==> config.mk <==
export PLATFORM = sky130hd
export DESIGN_NAME = segment_sequencer
export DESIGN_NICKNAME = d
export VERILOG_FILES = /design/src/rtl/segment_sequencer.sv
export SDC_FILE = /design/constraint.sdc
export NUM_CORES = 1
export LEC_CHECK = 0
export ABC_AREA = 1
export BUFFER_PORTS_ARGS = -buffer_cell sky130_fd_sc_hd__buf_2
export CORE_ASPECT_RATIO = 0.5
export CORE_UTILIZATION = 60
export CTS_BUF_LIST = sky130_fd_sc_hd__clkbuf_4
export DETAILED_ROUTE_END_ITERATION = 8
export PLACE_DENSITY = 0.92
export SKIP_CTS_REPAIR_TIMING = 1
export SYNTH_ARGS = -nofsm -noshare
export SYNTH_HDL_FRONTEND = slang
export SYNTH_SLANG_ARGS = --single-unit
export TNS_END_PERCENT = 100
==> constraint.sdc <==
create_clock -name refclk -period 37.9 [get_ports refclk]
set_input_delay 5.685 -clock refclk [delete_from_list [all_inputs] [get_ports refclk]]
set_output_delay 5.685 -clock refclk [all_outputs]
set_load 0.05 [all_outputs]
==> src/rtl/segment_sequencer.sv <==
// Segment sequencer: walks 128-bit segment words out of a FIFO, runs or waits for a retrigger,
// and keeps a one-deep prefetch so back-to-back run segments switch without a gap.
module segment_sequencer #(
   parameter int CNT_W = 16
) (
   input  logic             refclk,
   input  logic             reset,
   input  logic             start,
   input  logic             abort,
   input  logic [127:0]     fifo_dout,
   input  logic             fifo_empty,
   output logic             fifo_rd_en,
   output logic             fifo_rst,
   input  logic             retrigger,
   input  logic             seg_done,
   output logic             seg_load,
   output logic             gen_enable,
   output logic [47:0]      seg_on,
   output logic [47:0]      seg_off,
   output logic [31:0]      seg_repeat,
   output logic             busy,
   output logic [1:0]       status,
   output logic [CNT_W-1:0] seg_count,
   output logic [CNT_W-1:0] timeout_count,
   output logic [31:0]      wait_samples
);

   localparam logic [1:0] S_IDLE  = 2'd0;
   localparam logic [1:0] S_FETCH = 2'd1;
   localparam logic [1:0] S_RUN   = 2'd2;
   localparam logic [1:0] S_WAIT  = 2'd3;

   localparam logic [CNT_W-1:0] CNT_ONE = {{(CNT_W-1){1'b0}}, 1'b1};
   localparam logic [CNT_W-1:0] CNT_MAX = {CNT_W{1'b1}};

   function automatic logic is_run_seg(input logic [127:0] word);
      return word[31:0] != 32'd0;
   endfunction

   logic [1:0]       state_q, state_d;
   logic [127:0]     cur_q, cur_d;
   logic [127:0]     nxt_q, nxt_d;
   logic             nxt_valid_q, nxt_valid_d;
   logic             rd_pend_q, rd_pend_d;
   logic [1:0]       status_q, status_d;
   logic [CNT_W-1:0] seg_count_q, seg_count_d;
   logic [CNT_W-1:0] timeout_count_q, timeout_count_d;
   logic [31:0]      wait_samples_q, wait_samples_d;
   logic [47:0]      wait_cnt_q, wait_cnt_d;
   logic             seg_load_q, seg_load_d;
   logic             fifo_rst_q, fifo_rst_d;
   logic             gen_enable_q;
   logic             busy_q;
   logic             rtrig_prev_q;
   logic             rd_en_s;
   logic             match_s;
   logic             timeout_s;
   logic             advance_s;

   // Next-state decode: FSM, prefetch shadow, run counters; abort overrides everything at the end.
   always_comb begin
      state_d         = state_q;
      cur_d           = cur_q;
      nxt_d           = nxt_q;
      nxt_valid_d     = nxt_valid_q;
      rd_pend_d       = rd_pend_q;
      status_d        = status_q;
      seg_count_d     = seg_count_q;
      timeout_count_d = timeout_count_q;
      wait_samples_d  = wait_samples_q;
      wait_cnt_d      = wait_cnt_q;
      seg_load_d      = 1'b0;
      fifo_rst_d      = 1'b0;
      rd_en_s         = 1'b0;

      // off[0] selects edge mode, off[1] the level to wait for, on is the timeout
      match_s   = (retrigger == cur_q[33]) && (!cur_q[32] || (retrigger != rtrig_prev_q));
      timeout_s = (cur_q[127:80] != 48'd0) && (wait_cnt_q == cur_q[127:80]);
      advance_s = ((state_q == S_RUN) && seg_done) ||
                  ((state_q == S_WAIT) && (match_s || timeout_s));

      case (state_q)
         S_IDLE: begin
            if (start && !fifo_empty) begin
               rd_en_s         = 1'b1;
               rd_pend_d       = 1'b1;
               status_d        = 2'b00;
               seg_count_d     = {CNT_W{1'b0}};
               timeout_count_d = {CNT_W{1'b0}};
               wait_samples_d  = 32'd0;
               state_d         = S_FETCH;
            end else if (start) begin
               status_d = 2'b01;
            end else begin
               status_d = status_q;
            end
         end
         S_FETCH: begin
            cur_d     = fifo_dout;
            rd_pend_d = 1'b0;
            if (is_run_seg(fifo_dout)) begin
               seg_load_d = 1'b1;
               state_d    = S_RUN;
            end else begin
               wait_cnt_d = 48'd0;
               state_d    = S_WAIT;
            end
         end
         S_RUN, S_WAIT: begin
            if (state_q == S_WAIT) begin
               wait_cnt_d     = wait_cnt_q + 48'd1;
               wait_samples_d = wait_samples_q + 32'd1;
            end else begin
               wait_cnt_d = wait_cnt_q;
            end
            if (!nxt_valid_q && !rd_pend_q && !fifo_empty && !abort) begin
               rd_en_s   = 1'b1;
               rd_pend_d = 1'b1;
            end else begin
               rd_en_s = 1'b0;
            end
            if (advance_s) begin
               seg_count_d = seg_count_q + CNT_ONE;
               if ((state_q == S_WAIT) && timeout_s && !match_s && (timeout_count_q != CNT_MAX)) begin
                  timeout_count_d = timeout_count_q + CNT_ONE;
               end else begin
                  timeout_count_d = timeout_count_q;
               end
               if (nxt_valid_q) begin
                  cur_d       = nxt_q;
                  nxt_valid_d = 1'b0;
                  if (is_run_seg(nxt_q)) begin
                     seg_load_d = 1'b1;
                     state_d    = S_RUN;
                  end else begin
                     wait_cnt_d = 48'd0;
                     state_d    = S_WAIT;
                  end
               end else if (rd_pend_q || !fifo_empty) begin
                  // the outstanding (or just-issued) read lands in cur via FETCH
                  rd_pend_d = 1'b1;
                  state_d   = S_FETCH;
               end else begin
                  status_d   = 2'b01;
                  fifo_rst_d = 1'b1;
                  state_d    = S_IDLE;
               end
            end else if (rd_pend_q) begin
               nxt_d       = fifo_dout;
               nxt_valid_d = 1'b1;
               rd_pend_d   = 1'b0;
            end else begin
               nxt_valid_d = nxt_valid_q;
            end
         end
         default: begin
            state_d = S_IDLE;
         end
      endcase

      if (abort && (state_q != S_IDLE)) begin
         state_d         = S_IDLE;
         status_d        = 2'b10;
         fifo_rst_d      = 1'b1;
         nxt_valid_d     = 1'b0;
         rd_pend_d       = 1'b0;
         seg_load_d      = 1'b0;
         cur_d           = cur_q;
         nxt_d           = nxt_q;
         seg_count_d     = seg_count_q;
         timeout_count_d = timeout_count_q;
         wait_samples_d  = wait_samples_q;
         wait_cnt_d      = wait_cnt_q;
      end else begin
         fifo_rst_d = fifo_rst_d;
      end
   end

   // State and output registers.
   always_ff @(posedge refclk or posedge reset) begin
      if (reset) begin
         state_q         <= S_IDLE;
         cur_q           <= 128'd0;
         nxt_q           <= 128'd0;
         nxt_valid_q     <= 1'b0;
         rd_pend_q       <= 1'b0;
         status_q        <= 2'b00;
         seg_count_q     <= {CNT_W{1'b0}};
         timeout_count_q <= {CNT_W{1'b0}};
         wait_samples_q  <= 32'd0;
         wait_cnt_q      <= 48'd0;
         seg_load_q      <= 1'b0;
         fifo_rst_q      <= 1'b0;
         gen_enable_q    <= 1'b0;
         busy_q          <= 1'b0;
         rtrig_prev_q    <= 1'b0;
      end else begin
         state_q         <= state_d;
         cur_q           <= cur_d;
         nxt_q           <= nxt_d;
         nxt_valid_q     <= nxt_valid_d;
         rd_pend_q       <= rd_pend_d;
         status_q        <= status_d;
         seg_count_q     <= seg_count_d;
         timeout_count_q <= timeout_count_d;
         wait_samples_q  <= wait_samples_d;
         wait_cnt_q      <= wait_cnt_d;
         seg_load_q      <= seg_load_d;
         fifo_rst_q      <= fifo_rst_d;
         gen_enable_q    <= (state_d == S_RUN);
         busy_q          <= (state_d != S_IDLE);
         rtrig_prev_q    <= retrigger;
      end
   end

   // The read strobe must land in the cycle before the data is consumed, so it is decoded, not registered.
   assign fifo_rd_en    = rd_en_s && !reset;
   assign fifo_rst      = fifo_rst_q;
   assign seg_load      = seg_load_q;
   assign gen_enable    = gen_enable_q;
   assign seg_on        = cur_q[127:80];
   assign seg_off       = cur_q[79:32];
   assign seg_repeat    = cur_q[31:0];
   assign busy          = busy_q;
   assign status        = status_q;
   assign seg_count     = seg_count_q;
   assign timeout_count = timeout_count_q;
   assign wait_samples  = wait_samples_q;

endmodule

==> impl_metrics.env <==
export IMPL_status="finished clean"
export IMPL_muxShareOfSynthArea_pct=0
export IMPL_netlist_area_mm2=0.0190
export IMPL_fp_dieW_um=254
export IMPL_drcViolationCount=0
export IMPL_grt_start_max_net_pins=174
export IMPL_nets=2904
export IMPL_avgSynthCellArea_um2=7.80
export IMPL_syn_inst_count=2435
export IMPL_hold_class="flip-flop to flip-flop"
export IMPL_critPathMostFrequentCell="sky130_fd_sc_hd__buf_2"
export IMPL_peakVddDrop_uv=61.2
export IMPL_crit_path_top_delay_cell="sky130_fd_sc_hd__a2111oi_0"
export IMPL_synth_simple_gate_area_share_pct=23.7
export IMPL_dp_hpwl_um=33200
export IMPL_insertion_delay_ns=0.83
export IMPL_drive_gt1_share_pct=18.1
export IMPL_totalNegativeSetupSlack_ns=0
export IMPL_cts_htree_levels=3
export IMPL_total_power_w=0.00174
export IMPL_pwr_density_cell_mw_per_mm2=79.5
export IMPL_drv_max_cap_violation_count=0
export IMPL_via_count_of_the_first_global_routing_pass=16700
export IMPL_critPathMaxFanout=5
export IMPL_ys_warnings_count=0
export IMPL_synth_flop_cell="sky130_fd_sc_hd__dfrtp_1"
export IMPL_syn_to_final_growth_pct=14.9
export IMPL_fp_dieH_um=128
export IMPL_finalCritPeriodShare_pct=33.3
export IMPL_ys_ff_latch=379
export IMPL_ctsRootBufferMaster="sky130_fd_sc_hd__clkbuf_4"
export IMPL_cts_clk_slew_worst_paths_ns=0.06
export IMPL_grt_first_pass_wirelength_um=80200
export IMPL_rows=45
export IMPL_first_pass_iters=5
export IMPL_port_buffer_count=333
export IMPL_route_detailed_vias_per_inst=5.40
export IMPL_critPathLaunchType="primary input"
export IMPL_synth_enable_flop_cells=0
export IMPL_max_slew_margin_pct=32.7
export IMPL_worst_slack_at_placement_ns=25.28
export IMPL_asyncSetResetFlopFracSynth_pct=100
export IMPL_rrSetupSlack_ns=33.82
export IMPL_total_leakage_power_nw=10.8
export IMPL_routed_len_inst_um=15.2
export IMPL_synth_compound_area_share_pct=13.1
export IMPL_clkSinkCount=379
export IMPL_floorplan_initialDensity_pct=61.8
export IMPL_antenna_left=0
export IMPL_synth_sequential_area_ratio_pct=49.9
export IMPL_report_final_slew_viol_count=0
export IMPL_wl_um=49300
export IMPL_post_synth_num_cell_types=44
export IMPL_timing_hold_violations_final=0
export IMPL_layout_cells_non_filler=3247
export IMPL_cp_cell_sequence="buf_2 > nor2_1 > nand2_1 > a2111oi_0 > buf_2"
export IMPL_initialDrtViolationCount=1725
export IMPL_grt_util_all_layers_pct=30.9
export IMPL_required_time_of_the_worst_setup_path_ns=32.22
export IMPL_io_pin_count=334
export IMPL_achievable_frequency_mhz=79.3
export IMPL_finalWeightedCongestion=0.920
export IMPL_post_synthesis_net_count=2579
export IMPL_synth_top_family_by_area="simple AND/OR/NAND/NOR gates"
export IMPL_clock_tree_buffer_depth=3
export IMPL_rsz0062_at_grt="false"
export IMPL_post_place_cells=3096
export IMPL_placeableCoreArea_mm2=0.0307
export IMPL_antenna_violations_before_repair=8
export IMPL_worst_pin_slew_ns=1.01
export IMPL_max_stage_delay_ns=0.40
export IMPL_worst_clock_skew_ns=0.0698
export IMPL_tritoncts="yes"
export IMPL_cts_inserted_buffers=85
export IMPL_finalSetupViolations=0
export IMPL_via_count=17500
export IMPL_holdWs_ns=0.485
export IMPL_critPathArrivalTime_ns=6.93
export IMPL_synth_adder_area_share_pct=0.593
export IMPL_post_synth_xor_area_fraction_pct=3.64
export IMPL_timing_setup_critical_path_class="primary input to output pin"
export IMPL_floorplan_die_area_mm2=0.0324
export IMPL_critPathCaptureType="output pin"
export IMPL_setup_ws_ns=25.28
export IMPL_grt_overflow_total=0
export IMPL_fin_crit_ns=12.62
[cells in the mapped netlist, types with 13 or more instances]
cell	instances	area, um2
sky130_fd_sc_hd__xor2_1	74	648
sky130_fd_sc_hd__buf_6	17	191
sky130_fd_sc_hd__o21ai_1	39	195
sky130_fd_sc_hd__nor2_1	344	1290
sky130_fd_sc_hd__buf_2	36	180
sky130_fd_sc_hd__dfrtp_1	379	9480
sky130_fd_sc_hd__clkbuf_1	44	165
sky130_fd_sc_hd__nand4_1	30	188
sky130_fd_sc_hd__a21oi_1	156	781
sky130_fd_sc_hd__o211ai_1	43	323
sky130_fd_sc_hd__nor3_1	53	265
sky130_fd_sc_hd__nor4_1	24	150
sky130_fd_sc_hd__o21ai_0	215	1080
sky130_fd_sc_hd__inv_1	295	1110
sky130_fd_sc_hd__nand3_1	70	350
sky130_fd_sc_hd__nand2_1	536	2010
sky130_fd_sc_hd__or2_2	13	81.3
[layout make-up]
class	instances	area, um2
repair buffers	343	1750
inverters	303	1150
clock buffers	122	916
multi-input cells	1648	7850
flip-flops and latches	379	9480
diodes	10	25.0
fillers	2385	8910
clock inverters	19	134
well taps	423	529
[metrics by stage]
stage               util [%]  instance area, um2
detailed placement      67.5               20800
global placement        67.5               20800
finish                  71.0               21800
CTS                     70.9               21800
floorplan                  -               19000
global route            71.0               21800
[power by group]
part           switching (W)  total, W  internal [W]
Combinational       0.000592  0.000779      0.000187
Clock               0.000164  0.000325      0.000161
Sequential         0.0000928  0.000633      0.000541
Total               0.000849   0.00174      0.000888
[registers in the layout, indices dropped and copies added, names as in the netlist, 2 cells and up]
register       cells
state_q            2
nxt_q            128
cur_q            128
wait_cnt_q        48
seg_count         16
timeout_count     16
wait_samples      32
status             2
[cell usage in the layout, fill, tap and decap left out, types with 4 or more instances in the layout]
cell	instances
sky130_fd_sc_hd__nand2_1	536
sky130_fd_sc_hd__dfrtp_1	379
sky130_fd_sc_hd__nor2_1	343
sky130_fd_sc_hd__buf_2	333
sky130_fd_sc_hd__inv_1	293
sky130_fd_sc_hd__o21ai_0	215
sky130_fd_sc_hd__a21oi_1	155
sky130_fd_sc_hd__clkbuf_4	122
sky130_fd_sc_hd__xor2_1	74
sky130_fd_sc_hd__nand3_1	69
sky130_fd_sc_hd__nor3_1	53
sky130_fd_sc_hd__o211ai_1	43
sky130_fd_sc_hd__o21ai_1	39
sky130_fd_sc_hd__nand4_1	30
sky130_fd_sc_hd__nor4_1	24
sky130_fd_sc_hd__or2_2	13
sky130_fd_sc_hd__inv_2	11
sky130_fd_sc_hd__clkinv_1	11
sky130_fd_sc_hd__diode_2	10
sky130_fd_sc_hd__ha_1	9
sky130_fd_sc_hd__buf_4	9
sky130_fd_sc_hd__xnor2_1	5
sky130_fd_sc_hd__nand3b_1	4
[layer usage]
layer | global-route usage [%] | vias to the layer above | part of all wire (%)
li1 | - | 8500 | -
met1 | 39.5 | 8244 | 42
met2 | 50.2 | 669 | 48
met3 | 7.15 | 133 | 6.1
met4 | 14.7 | 0 | 3.6
met5 | 0 | - | 0
[cell families after synthesis]
| family | after synthesis |
|---|---|
| adder cells (fa/ha/maj) | 9 |
| XOR/XNOR | 79 |
| AND/OR/NAND/NOR | 1091 |
| flip-flops | 379 |
| AO/OA/AOI/OAI | 469 |
| buffers and inverters | 408 |
[worst paths after layout]
kind / start / depth (start not counted) / end
max: fifo_empty / 5 / fifo_rd_en
min: status[0]$_DFFE_PP0P_ / 2 / status[0]$_DFFE_PP0P_
max reg2reg: state_q[1]$_DFF_PP0_ / 8 / cur_q[94]$_DFFE_PP0P_
min reg2reg: status[0]$_DFFE_PP0P_ / 2 / status[0]$_DFFE_PP0P_
max in group asynchronous: reset / 3 / nxt_q[102]$_DFFE_PP0P_
min in group asynchronous: reset / 2 / nxt_q[70]$_DFFE_PP0P_
[worst max-delay path, delay by kind of cell]
family	cells	cell delay (ns)
buffers and inverters	2	0.45
AO/OA/AOI/OAI	1	0.40
AND/OR/NAND/NOR	2	0.39
Power figures use the tool's default switching activity.
